==> config.mk <==
export PLATFORM = sky130hd
export DESIGN_NAME = b_operand_stage
export DESIGN_NICKNAME = d
export VERILOG_FILES = /design/src/rtl/b_operand_stage.sv
export SDC_FILE = /design/constraint.sdc
export NUM_CORES = 1
export LEC_CHECK = 0
export CAP_MARGIN = 10
export CORE_MARGIN = 10
export CORE_UTILIZATION = 30
export DETAILED_ROUTE_END_ITERATION = 7
export PLACE_DENSITY = 0.56
export SETUP_SLACK_MARGIN = 0.5
export SLEW_MARGIN = 20
export SYNTH_ARGS = -nofsm -noshare
export SYNTH_HDL_FRONTEND = slang
export SYNTH_SLANG_ARGS = --single-unit
==> constraint.sdc <==
create_clock -name clk -period 9.15 [get_ports clk]
set_input_delay 1.3725 -clock clk [delete_from_list [all_inputs] [get_ports clk]]
set_output_delay 1.3725 -clock clk [all_outputs]
set_load 0.05 [all_outputs]
==> src/rtl/b_operand_stage.sv <==
// b_operand_stage: registered operand-B conditioning stage between the
// decode/regfile read and the ALU. It decodes op2 and the ALU carry-in
// from opsel, and carries op1 and a sideband tag alongside. Valid/ready
// handshakes sit on both sides. A two-slot store (main + skid) keeps
// in_ready a plain register output.
// Optional feature: define B_OPSTAGE_CNT_EN to build the saturating
// illegal-opsel counter. Without it, illegal_cnt is tied to zero.
module b_operand_stage #(
    parameter int WIDTH = 32,
    parameter int TAG_W = 4,
    parameter int CNT_W = 8
) (
    input  logic             clk,
    input  logic             rst,
    input  logic             in_valid,
    output logic             in_ready,
    input  logic [WIDTH-1:0] op1,
    input  logic [WIDTH-1:0] op2,
    input  logic [2:0]       opsel,
    input  logic [TAG_W-1:0] tag_in,
    output logic             out_valid,
    input  logic             out_ready,
    output logic [WIDTH-1:0] a_out,
    output logic [WIDTH-1:0] b_out,
    output logic             cin_out,
    output logic [TAG_W-1:0] tag_out,
    output logic             err_sticky,
    input  logic             err_clr,
    output logic [CNT_W-1:0] illegal_cnt
);

    // Returns {cin, b} for one opsel; opsel 111 is illegal and yields zeros.
    function automatic logic [WIDTH:0] decode_b(input logic [2:0] sel,
                                                input logic [WIDTH-1:0] v);
        logic [WIDTH:0] r;
        r = '0;
        case (sel)
            3'b000:  r = {1'b0, v};
            3'b001:  r = {1'b1, ~v};
            3'b010:  r = '0;
            3'b011:  r = {1'b1, ~v};
            3'b100:  r = '0;
            3'b101:  r = {1'b0, {WIDTH{1'b1}}};
            3'b110:  r = {1'b0, v};
            default: r = '0;
        endcase
        return r;
    endfunction

    // Stage p0: combinational decode of the incoming beat
    logic [WIDTH-1:0] dec_b_p0;
    logic             dec_cin_p0;
    logic             illegal_p0;

    // Decode op2/carry-in before anything is registered
    always_comb begin
        {dec_cin_p0, dec_b_p0} = decode_b(opsel, op2);
        illegal_p0             = (opsel == 3'b111);
    end

    // Stage p1: main (output) slot and skid slot
    logic             main_valid;
    logic [WIDTH-1:0] a_p1, b_p1;
    logic             cin_p1;
    logic [TAG_W-1:0] tag_p1;

    logic             skid_valid;
    logic [WIDTH-1:0] skid_a_p1, skid_b_p1;
    logic             skid_cin_p1;
    logic [TAG_W-1:0] skid_tag_p1;

    logic accept;
    logic main_free;
    logic illegal_acc;

    // in_ready is the registered inverse of skid occupancy, so no path from out_ready
    assign in_ready    = !skid_valid;
    assign accept      = in_valid && !skid_valid;
    assign main_free   = !main_valid || out_ready;
    assign illegal_acc = accept && illegal_p0;

    // Main slot: refill from skid first (FIFO order), else from the input, else empty
    always_ff @(posedge clk or posedge rst) begin
        if (rst) begin
            main_valid <= 1'b0;
            a_p1       <= '0;
            b_p1       <= '0;
            cin_p1     <= 1'b0;
            tag_p1     <= '0;
        end else if (main_free) begin
            if (skid_valid) begin
                main_valid <= 1'b1;
                a_p1       <= skid_a_p1;
                b_p1       <= skid_b_p1;
                cin_p1     <= skid_cin_p1;
                tag_p1     <= skid_tag_p1;
            end else if (accept) begin
                main_valid <= 1'b1;
                a_p1       <= op1;
                b_p1       <= dec_b_p0;
                cin_p1     <= dec_cin_p0;
                tag_p1     <= tag_in;
            end else begin
                main_valid <= 1'b0;
            end
        end
    end

    // Skid slot: captures a beat only while main is full and stalled; empties when main frees
    always_ff @(posedge clk or posedge rst) begin
        if (rst) begin
            skid_valid  <= 1'b0;
            skid_a_p1   <= '0;
            skid_b_p1   <= '0;
            skid_cin_p1 <= 1'b0;
            skid_tag_p1 <= '0;
        end else if (main_free) begin
            skid_valid <= 1'b0;
        end else if (accept) begin
            skid_valid  <= 1'b1;
            skid_a_p1   <= op1;
            skid_b_p1   <= dec_b_p0;
            skid_cin_p1 <= dec_cin_p0;
            skid_tag_p1 <= tag_in;
        end
    end

    assign out_valid = main_valid;
    assign a_out     = a_p1;
    assign b_out     = b_p1;
    assign cin_out   = cin_p1;
    assign tag_out   = tag_p1;

    // Sticky illegal flag: setting on an accepted 111 beat beats a coincident clear
    always_ff @(posedge clk or posedge rst) begin
        if (rst) begin
            err_sticky <= 1'b0;
        end else if (illegal_acc) begin
            err_sticky <= 1'b1;
        end else if (err_clr) begin
            err_sticky <= 1'b0;
        end
    end

`ifdef B_OPSTAGE_CNT_EN
    logic [CNT_W-1:0] cnt_q;

    // Saturating illegal-op counter; clear plus increment together leaves one count
    always_ff @(posedge clk or posedge rst) begin
        if (rst) begin
            cnt_q <= '0;
        end else if (illegal_acc) begin
            if (err_clr) begin
                cnt_q <= CNT_W'(1);
            end else if (cnt_q != {CNT_W{1'b1}}) begin
                cnt_q <= cnt_q + CNT_W'(1);
            end
        end else if (err_clr) begin
            cnt_q <= '0;
        end
    end

    assign illegal_cnt = cnt_q;
`else
    assign illegal_cnt = '0;
`endif

endmodule

# Word level (Yosys, flattened, before mapping)
# Cells that the tools add are included.
# W data, S select, Z words.
# totals
regBits,141
inputBits,76
out_inout_bits,80
elab_cells,46
# classes
n_eq_ne,5
mux,15
bitwise,2
reduce_logical,13
# op_table
op,count
$mux W32,4
$pmux W33 S3,1
$not A32 Y32,1
$eq A3 B3 Y1 const B,3
$mux W1,8
$mux W4,2
$reduce_bool A2 Y1,3
$reduce_and A2 Y1,2
$reduce_or A2 Y1,2
$eq A3 B1 Y1 const B,1
$eq A3 B2 Y1 const B,1
$logic_not A3 Y1,1
$logic_and A1 B1 Y1,2
$logic_not A1 Y1,2
$logic_or A1 B1 Y1,1
$not A1 Y1,1

# Longest topological paths before layout
# Gate-level depths: netlist (run 1).
# logic_depth
ltp_word,5
mapped_depth,6
depth_no_buf,3

# Worst setup path before layout (run 1)
# No wires, ideal clock.
# synth_timing
kind,input port to flip-flop
start,input port out_ready
end,register skid_a_p1[10]
setup_ns,0.127
arrival_time_ns,2.249
required_ns,9.023
setup_slack_ns,6.773
cell_stages,4
n_path_buf,2
path_cell_list,and4bb_1 buf_6 buf_6 mux2_1
# synth_between
elab_chain_cells,3
# synth_rtl
item,line_no,rtl
start: declaration,22,"input logic out_ready,"
$logic_or A1 B1 Y1,79,assign main_free = !main_valid || out_ready;
$not A1 Y1 (no source line),--,
$reduce_and A2 Y1 (no source line),--,
end signal: assignment,121,skid_a_p1 <= op1;
end: declaration,68,"logic [WIDTH-1:0] skid_a_p1, skid_b_p1;"
# Every way passes these cells.
# A chain may end at the register's enable or synchronous reset.

# Worst setup path after layout (run 1)
# layout_timing
start,register skid_valid
end,output port in_ready
# layout_between
elab_chain_cells,1
# layout_rtl
item,line_no,rtl
start: declaration,67,logic skid_valid;
start signal: assignment,112,skid_valid <= 1'b0;
start signal: assignment,118,skid_valid <= 1'b0;
start signal: assignment,120,skid_valid <= 1'b1;
$logic_not A1 Y1,77,assign in_ready = !skid_valid;
end: declaration,16,"output logic in_ready,"
# Every way passes these cells.

==> results of run 1 <==
[per-stage QoR]
step | util [%] | hold WS, ns | instances
finish | 40.7 | 0.484 | 1038
global route | 40.7 | 0.503 | 1038
CTS | 40.6 | 0.488 | 1036
detailed placement | 37.9 | 0.475 | 1006
global placement | 37.9 | 0.467 | 1006
floorplan | - | 0.458 | 640
[metal layers]
metal	vias up	track usage, %	routed length (um)
met2	139	21.4	9700
met1	2555	17.5	8720
met4	0	5.15	309
li1	2497	-	-
met5	-	0	0
met3	16	3.82	1110
[cell usage in the layout, fill, tap and decap left out, types with 2 or more instances in the layout]
master,netlist,layout
sky130_fd_sc_hd__clkbuf_16,0,17
sky130_fd_sc_hd__nand3_1,34,33
sky130_fd_sc_hd__conb_1,1,8
sky130_fd_sc_hd__mux2_2,25,25
sky130_fd_sc_hd__buf_4,13,8
sky130_fd_sc_hd__a22oi_1,32,32
sky130_fd_sc_hd__dfrtp_1,141,140
sky130_fd_sc_hd__clkdlybuf4s50_1,0,145
sky130_fd_sc_hd__o211ai_1,32,32
sky130_fd_sc_hd__inv_6,0,2
sky130_fd_sc_hd__clkinv_2,0,5
sky130_fd_sc_hd__inv_1,4,3
sky130_fd_sc_hd__o21ai_0,106,106
sky130_fd_sc_hd__nor2_1,34,33
sky130_fd_sc_hd__a21oi_1,33,33
sky130_fd_sc_hd__nor2b_1,32,32
sky130_fd_sc_hd__clkinvlp_4,0,3
sky130_fd_sc_hd__mux2_1,11,11
sky130_fd_sc_hd__bufinv_16,0,3
sky130_fd_sc_hd__mux2i_1,68,68
sky130_fd_sc_hd__nand2_1,2,2
[sequential cells by signal, summed over array words and instances (netlist names)]
| register | cells |
|---|---|
| a_out | 32 |
| b_out | 32 |
| skid_a_p1 | 32 |
| skid_b_p1 | 32 |
| skid_tag_p1 | 4 |
| tag_out | 4 |
| cin_out | 1 |
| err_sticky | 1 |
| out_valid | 1 |
| skid_cin_p1 | 1 |
| skid_valid | 1 |
[worst max path at each step]
| stage | startpoint | to | slack (ns) | cells after the start |
|---|---|---|---|---|
| CTS | skid_valid | in_ready | 5.08 | 2 |
| finish | skid_valid | in_ready | 5.39 | 3 |
| floorplan | rst | a_out[0] | 4.00 | 1 |
| global placement | out_ready | b_out[0] | 5.26 | 4 |
| detailed placement | out_ready | b_out[30] | 5.17 | 4 |
| global route | skid_valid | in_ready | 5.31 | 3 |
[power breakdown]
part | total (mW) | switching [mW] | leakage (nW) | internal (mW)
logic | 0.689 | 0.439 | 1.58 | 0.250
registers | 0.841 | 0.0778 | 1.69 | 0.763
clock network | 0.697 | 0.267 | 0.284 | 0.431
[final cells by class]
class | instances | area [um2] | area share, %
flip-flops and latches | 141 | 3530 | 39.5
multi-input cells | 426 | 2900 | 32.4
repair buffers | 156 | 1560 | 17.4
clock buffers | 18 | 439 | 4.91
well taps | 280 | 350 | 3.92
clock inverters | 12 | 146 | 1.64
inverters | 4 | 20.0 | 0.224
diodes | 1 | 2.50 | 0.0280
[worst reg2reg max path, delay by kind of cell, from the launching register on]
family	cells	cell delay, ns
buffers and inverters	2	0.98
and+or+nand+nor	1	0.67
muxes	1	0.47
DFF	1	0.67
[logic make-up (layout without fill, tap and decap cells)]
logic type                after synthesis  after routing  synth area share (%)
AOI/OAI and AO/OA                     206            206                  17.8
other                                   1              9                0.0557
buffers and inverters                  73            190                  5.44
xor gates and xnor gates                1              1                 0.130
DFF                                   141            141                  52.4
muxes                                 104            104                  16.1
and+or+nand+nor                       107            107                  8.12
==> results.md, run 1 <==
| Metric | Reported | Unit |
|---|---|---|
| Status | complete, no violations | - |
| Number of global-route vias before repair | 5,172 | - |
| Slowest-stage cell, CP | sky130_fd_sc_hd__clkdlybuf4s50_1 | - |
| Synth-to-layout area growth | 32.7 | % |
| Most numerous cell types in the synthesized netlist | sky130_fd_sc_hd__dfrtp_1, sky130_fd_sc_hd__o21ai_0, sky130_fd_sc_hd__mux2i_1 | - |
| Worst Hold Endpoint | skid_a_p1[0] | - |
| Final Routed Wirelength | 19.8 | mm |
| Primary flip-flop cell chosen by synthesis mapping | sky130_fd_sc_hd__dfrtp_1 | - |
| FFs w/ async S/R, synth | 100 | % |
| Worst setup skew after layout | 0.0134 | ns |
| Last weighted congestion value of the routability-driven placer | 0.722 | - |
| Worst stage delay on the critical path | 0.86 | ns |
| Number of antenna violations at the first check in global routing | 1 | - |
| Fin area | 8940 | um2 |
| Starting density of the core | 30.7 | % |
| Clock latency reported for the late side of the worst-skew pair | 0.42 | ns |
| Clock buffers created by TritonCTS | 17 | - |
| Worst slew pin tran | 0.827 | ns |
| Netlist Area Pre-Place | 6740 | um2 |
| Worst path cell trace | buf_16, inv_1, clkdlybuf4s50_1 | - |
| First-pass iteration count of the detailed router | 4 | - |
| Share of the cycle needed by the critical path after routing | 41.1 | % |
| # Max-Cap Violations | 0 | - |
| Fraction of post-synthesis cell area in the top cell type by area | 52.4 | % |
| Count of warnings emitted by yosys | 0 | - |
| Share of cells above drive strength 1 | 9.91 | % |
| Vias | 5,207 | - |
| Placed instance area | 8320 | um2 |
| Deepest level of the CTS H-tree | 4 | - |
| R2R setup slack | 6.23 | ns |
| Length in cells of the worst reg-to-reg path | 4 | - |
| Final critical-path setup slack | 5.39 | ns |
| Remaining global-route overflow | 0 | - |
| FF-to-FF Start | skid_valid | - |
| Flip-flop and latch count after synthesis | 141 | - |
| Global-route wire length before repair | 30.8 | mm |
| Path type of the worst min-delay path | register to register | - |
| I/O pin cnt | 156 | - |
| Final number of setup-violating endpoints | 0 | - |
| Placement-stage worst setup slack | 5.17 | ns |
| Total clock sinks | 141 | - |
| Buffers added on ports | 147 | - |
| Most used standard cell by instance count after synthesis | sky130_fd_sc_hd__dfrtp_1 | - |
| Part of the Yosys area used for sequential elements | 52.4 | % |
| Clk slew on worst S/H paths | 0.06 | ns |
| Worst IR Drop VDD | 0.148 | mV |
| R2r endpoint | skid_tag_p1[1] | - |
| Pin count of the biggest net entering global routing | 83 | - |
| Buffer levels on the longest clock path | 2 | - |
| Gate Count Post-Synth | 633 | - |
| Count of different cell masters after synthesis | 28 | - |
| WP data arrival | 2.39 | ns |
| Core ar. | 22,000 | um2 |
| TritonCTS clock tree | yes | - |
| Placement Rows | 54 | - |
| Maximum fanout encountered on the critical timing path | 47 | - |
| Horiz. Die Dim | 170 | um |
| Type of element capturing the critical path | primary output | - |
| Count of endpoints failing hold in the final timing report | 0 | - |
| Quantity of gates resized following cts | 0 | - |
| Overall fraction of global-route tracks in use | 13.6 | % |
| Total power of the final layout | 2.23 | mW |
| Syn Area/Cell | 10.6 | um2 |
| Critical path's top delay family | buffers and inverters | - |
| Die height | 170 | um |
| Detailed placer's ending HPWL | 12.6 | mm |
| Count of hold buffers inserted by post-cts repair | 0 | - |
| Setup repair bufs after CTS | 0 | - |
| Area enclosed by the die boundary | 28,800 | um2 |
| Number of DRC markers in iteration 0 | 340 | - |
| Root buffer selected by CTS | sky130_fd_sc_hd__clkbuf_16 | - |
| Post-DR vias/cell | 5.02 | - |
| Filler cell count in the final layout | 2,126 | - |
| Data required time at the worst endpoint | 7.78 | ns |
| Pwr per Cell Area | 249 | nW/um2 |
| Kind of start point of the critical path | register | - |
| Worst hold path cell count | 1 | - |
| Peak clock frequency supported by timing | 0.266 | GHz |
| Worst Min Path Start | skid_a_p1[0] | - |
| Crit path time final | 3.76 | ns |
| Max transition margin | 44.9 | % |
| Synth top area cells | sky130_fd_sc_hd__dfrtp_1, sky130_fd_sc_hd__mux2i_1, sky130_fd_sc_hd__o21ai_0 | - |
| Average detailed-routed wire length per instance | 19.1 | um |
| Critical path buffer and inverter count | 3 | - |
| Critical path class | register to primary output | - |
| Leakage component of the power | 3.56 | nW |
| Cell type with the largest total area after synthesis | sky130_fd_sc_hd__dfrtp_1 | - |
| Number of enable-type register cells in the synthesized netlist | 0 | - |
| Pins Over Slew Limit | 0 | - |
| Total Neg Setup Slack | 0 | ns |
| Setup repair after global routing missed its margin | no | - |
| Remaining number of nets flagged by the antenna check after routing | 0 | - |
| DRC violation count after routing | 0 | - |
| Layout Nets | 822 | - |
Note: power is estimated with default switching activity, not from simulation.
==> run 2: changes to the inputs <==
- clock period: 9.15 -> 3.5 ns (I/O delays scaled with it)
==> run 2 against run 1 <==
Compared with the run above: utilization rose by 0.13 points; first-iteration DRC count down 15%; sequential power rose to 2.6 times the previous value; wire length down 3.2%; largest cell class unchanged; highest routed layer unchanged.
==> results.md, run 2 (same netlist as run 1, synthesis figures left out) <==
| Metric | Reported | Unit |
|---|---|---|
| Setup repair after global routing missed its margin | no | - |
| Horiz. Die Dim | 170 | um |
| Clock latency reported for the late side of the worst-skew pair | 0.41 | ns |
| Commonest non-fill, non-tap cells in the layout | sky130_fd_sc_hd__clkdlybuf4s50_1, sky130_fd_sc_hd__dfrtp_1, sky130_fd_sc_hd__o21ai_0, sky130_fd_sc_hd__mux2i_1 | - |
| Count of placed standard cells in the final layout, fillers left out | 1,048 | - |
| Placed instance area | 8420 | um2 |
| Worst IR Drop VDD | 0.303 | mV |
| Fin area | 8970 | um2 |
| Seq. cell area | 3530 | um2 |
| Buffer levels on the longest clock path | 2 | - |
| Path type of the worst min-delay path | register to register | - |
| GRT met1 Usage | 16.0 | % |
| Hold_ws | 0.482 | ns |
| Count of endpoints failing hold in the final timing report | 0 | - |
| Final number of setup-violating endpoints | 0 | - |
| Leakage component of the power | 3.59 | nW |
| Pwr per Cell Area | 630 | nW/um2 |
| Pin count of the biggest net entering global routing | 72 | - |
| Number of DRC markers in iteration 0 | 290 | - |
| Maximum fanout encountered on the critical timing path | 5 | - |
| Number of global-route vias before repair | 5,230 | - |
| Type of element capturing the critical path | primary output | - |
| Worst slew pin tran | 1.05 | ns |
| Status | complete, no violations | - |
| Setup repair bufs after CTS | 0 | - |
| Root buffer selected by CTS | sky130_fd_sc_hd__clkbuf_16 | - |
| Data required time at the worst endpoint | 2.97 | ns |
| Last weighted congestion value of the routability-driven placer | 0.738 | - |
| Die height | 170 | um |
| Remaining number of nets flagged by the antenna check after routing | 0 | - |
| DRC violation count after routing | 0 | - |
| Core ar. | 22,000 | um2 |
| Met2 layer usage reported by global route | 22.0 | % |
| Clock buffers created by TritonCTS | 17 | - |
| Number of antenna violations at the first check in global routing | 1 | - |
| Synth-to-layout area growth | 33.1 | % |
| Final Routed Wirelength | 19.2 | mm |
| Deepest level of the CTS H-tree | 4 | - |
| Max transition margin | 30.0 | % |
| Share of cells above drive strength 1 | 11.1 | % |
| GRT met3 Usage | 3.98 | % |
| Global-route wire length before repair | 30.1 | mm |
| Most congested layer reported by global routing | met2 | - |
| First-pass iteration count of the detailed router | 5 | - |
| Worst setup skew after layout | 0.0110 | ns |
| Peak clock frequency supported by timing | 0.415 | GHz |
| Placement Rows | 54 | - |
| # Max-Cap Violations | 0 | - |
| Remaining global-route overflow | 0 | - |
| Average detailed-routed wire length per instance | 18.3 | um |
| TritonCTS clock tree | yes | - |
| Starting density of the core | 30.7 | % |
| Overall fraction of global-route tracks in use | 13.2 | % |
| Post-DR vias/cell | 4.93 | - |
| Share of the cycle needed by the critical path after routing | 68.9 | % |
| Critical path class | register to primary output | - |
| Filler cell count in the final layout | 2,103 | - |
| I/O pin cnt | 156 | - |
| Crit path time final | 2.41 | ns |
| Final critical-path setup slack | 1.09 | ns |
| Total Neg Setup Slack | 0 | ns |
| Multi-input logic area | 2900 | um2 |
| Layout Nets | 830 | - |
| Area enclosed by the die boundary | 28,800 | um2 |
| WP data arrival | 1.89 | ns |
| Vias | 5,168 | - |
| Clk slew on worst S/H paths | 0.06 | ns |
| Count of hold buffers inserted by post-cts repair | 0 | - |
| Kind of start point of the critical path | register | - |
| Quantity of gates resized following cts | 0 | - |
| Most common library cell in the layout ignoring fill and taps | sky130_fd_sc_hd__clkdlybuf4s50_1 | - |
| Total clock sinks | 141 | - |
| Buffers added on ports | 147 | - |
| Placement-stage worst setup slack | 0.989 | ns |
| Detailed placer's ending HPWL | 12.6 | mm |
| Pins Over Slew Limit | 0 | - |
| Count of placed standard cells including taps | 1,015 | - |
## run 2: cell types whose count changed in the layout (fill, tap and decap cells not counted)
cell	delta
sky130_fd_sc_hd__clkinv_4	+2
sky130_fd_sc_hd__buf_2	+2
sky130_fd_sc_hd__clkbuf_1	+1
sky130_fd_sc_hd__clkinvlp_4	-1
sky130_fd_sc_hd__clkinv_2	+1
sky130_fd_sc_hd__clkbuf_8	+3
sky130_fd_sc_hd__inv_6	-1
sky130_fd_sc_hd__bufinv_16	-3
sky130_fd_sc_hd__buf_12	+3
sky130_fd_sc_hd__buf_6	-1
sky130_fd_sc_hd__buf_16	-1
sky130_fd_sc_hd__clkdlybuf4s50_1	-1
sky130_fd_sc_hd__buf_4	+6
## run 2: area by class of cell
type,count,area share (%)
Clock inverter,10,0.711
Tap cell,280,3.91
Clock buffer,22,5.40
Sequential cell,141,39.4
Timing Repair Buffer,164,18.1
Antenna cell,1,0.0279
Multi-Input combinational cell,426,32.3
Inverter,4,0.209
## run 2: power by group
group | switching, mW | internal, mW | total, mW
logic | 1.15 | 0.664 | 1.82
registers | 0.186 | 2.00 | 2.18
clock network | 0.678 | 0.978 | 1.66
## run 2: critical path, cell delays in order, from the launching register on
cell	delay (ns)
sky130_fd_sc_hd__dfrtp_4	0.51
sky130_fd_sc_hd__inv_1	0.13
sky130_fd_sc_hd__clkdlybuf4s50_1	0.83
## run 2: metal layers
metal	vias up	share of wire (%)
met4	0	1.3
met2	113	51
li1	2510	-
met1	2532	43
met3	13	5.2
met5	-	0
## run 2: worst paths after layout
| kind | slack [ns] | cells after the start | to | from |
|---|---|---|---|---|
| max | 1.09 | 2 | in_ready | skid_valid |
| min in group asynchronous | 0.49 | 2 | skid_a_p1[25] | rst |
| max reg2reg | 1.62 | 3 | skid_a_p1[7] | skid_valid |
| max in group asynchronous | 2.29 | 3 | skid_tag_p1[0] | rst |
| min | 0.48 | 1 | skid_a_p1[10] | skid_a_p1[10] |
| min reg2reg | 0.48 | 1 | skid_a_p1[10] | skid_a_p1[10] |
## run 2: stage by stage
| step | power (mW) | utilization (%) |
|---|---|---|
| after floorplan | 3.38 | - |
| after global placement | 4.03 | 38.3 |
| after detailed placement | 4.05 | 38.3 |
| after CTS | 5.74 | 40.8 |
| after global routing | 5.96 | 40.8 |
| final | 5.65 | 40.8 |
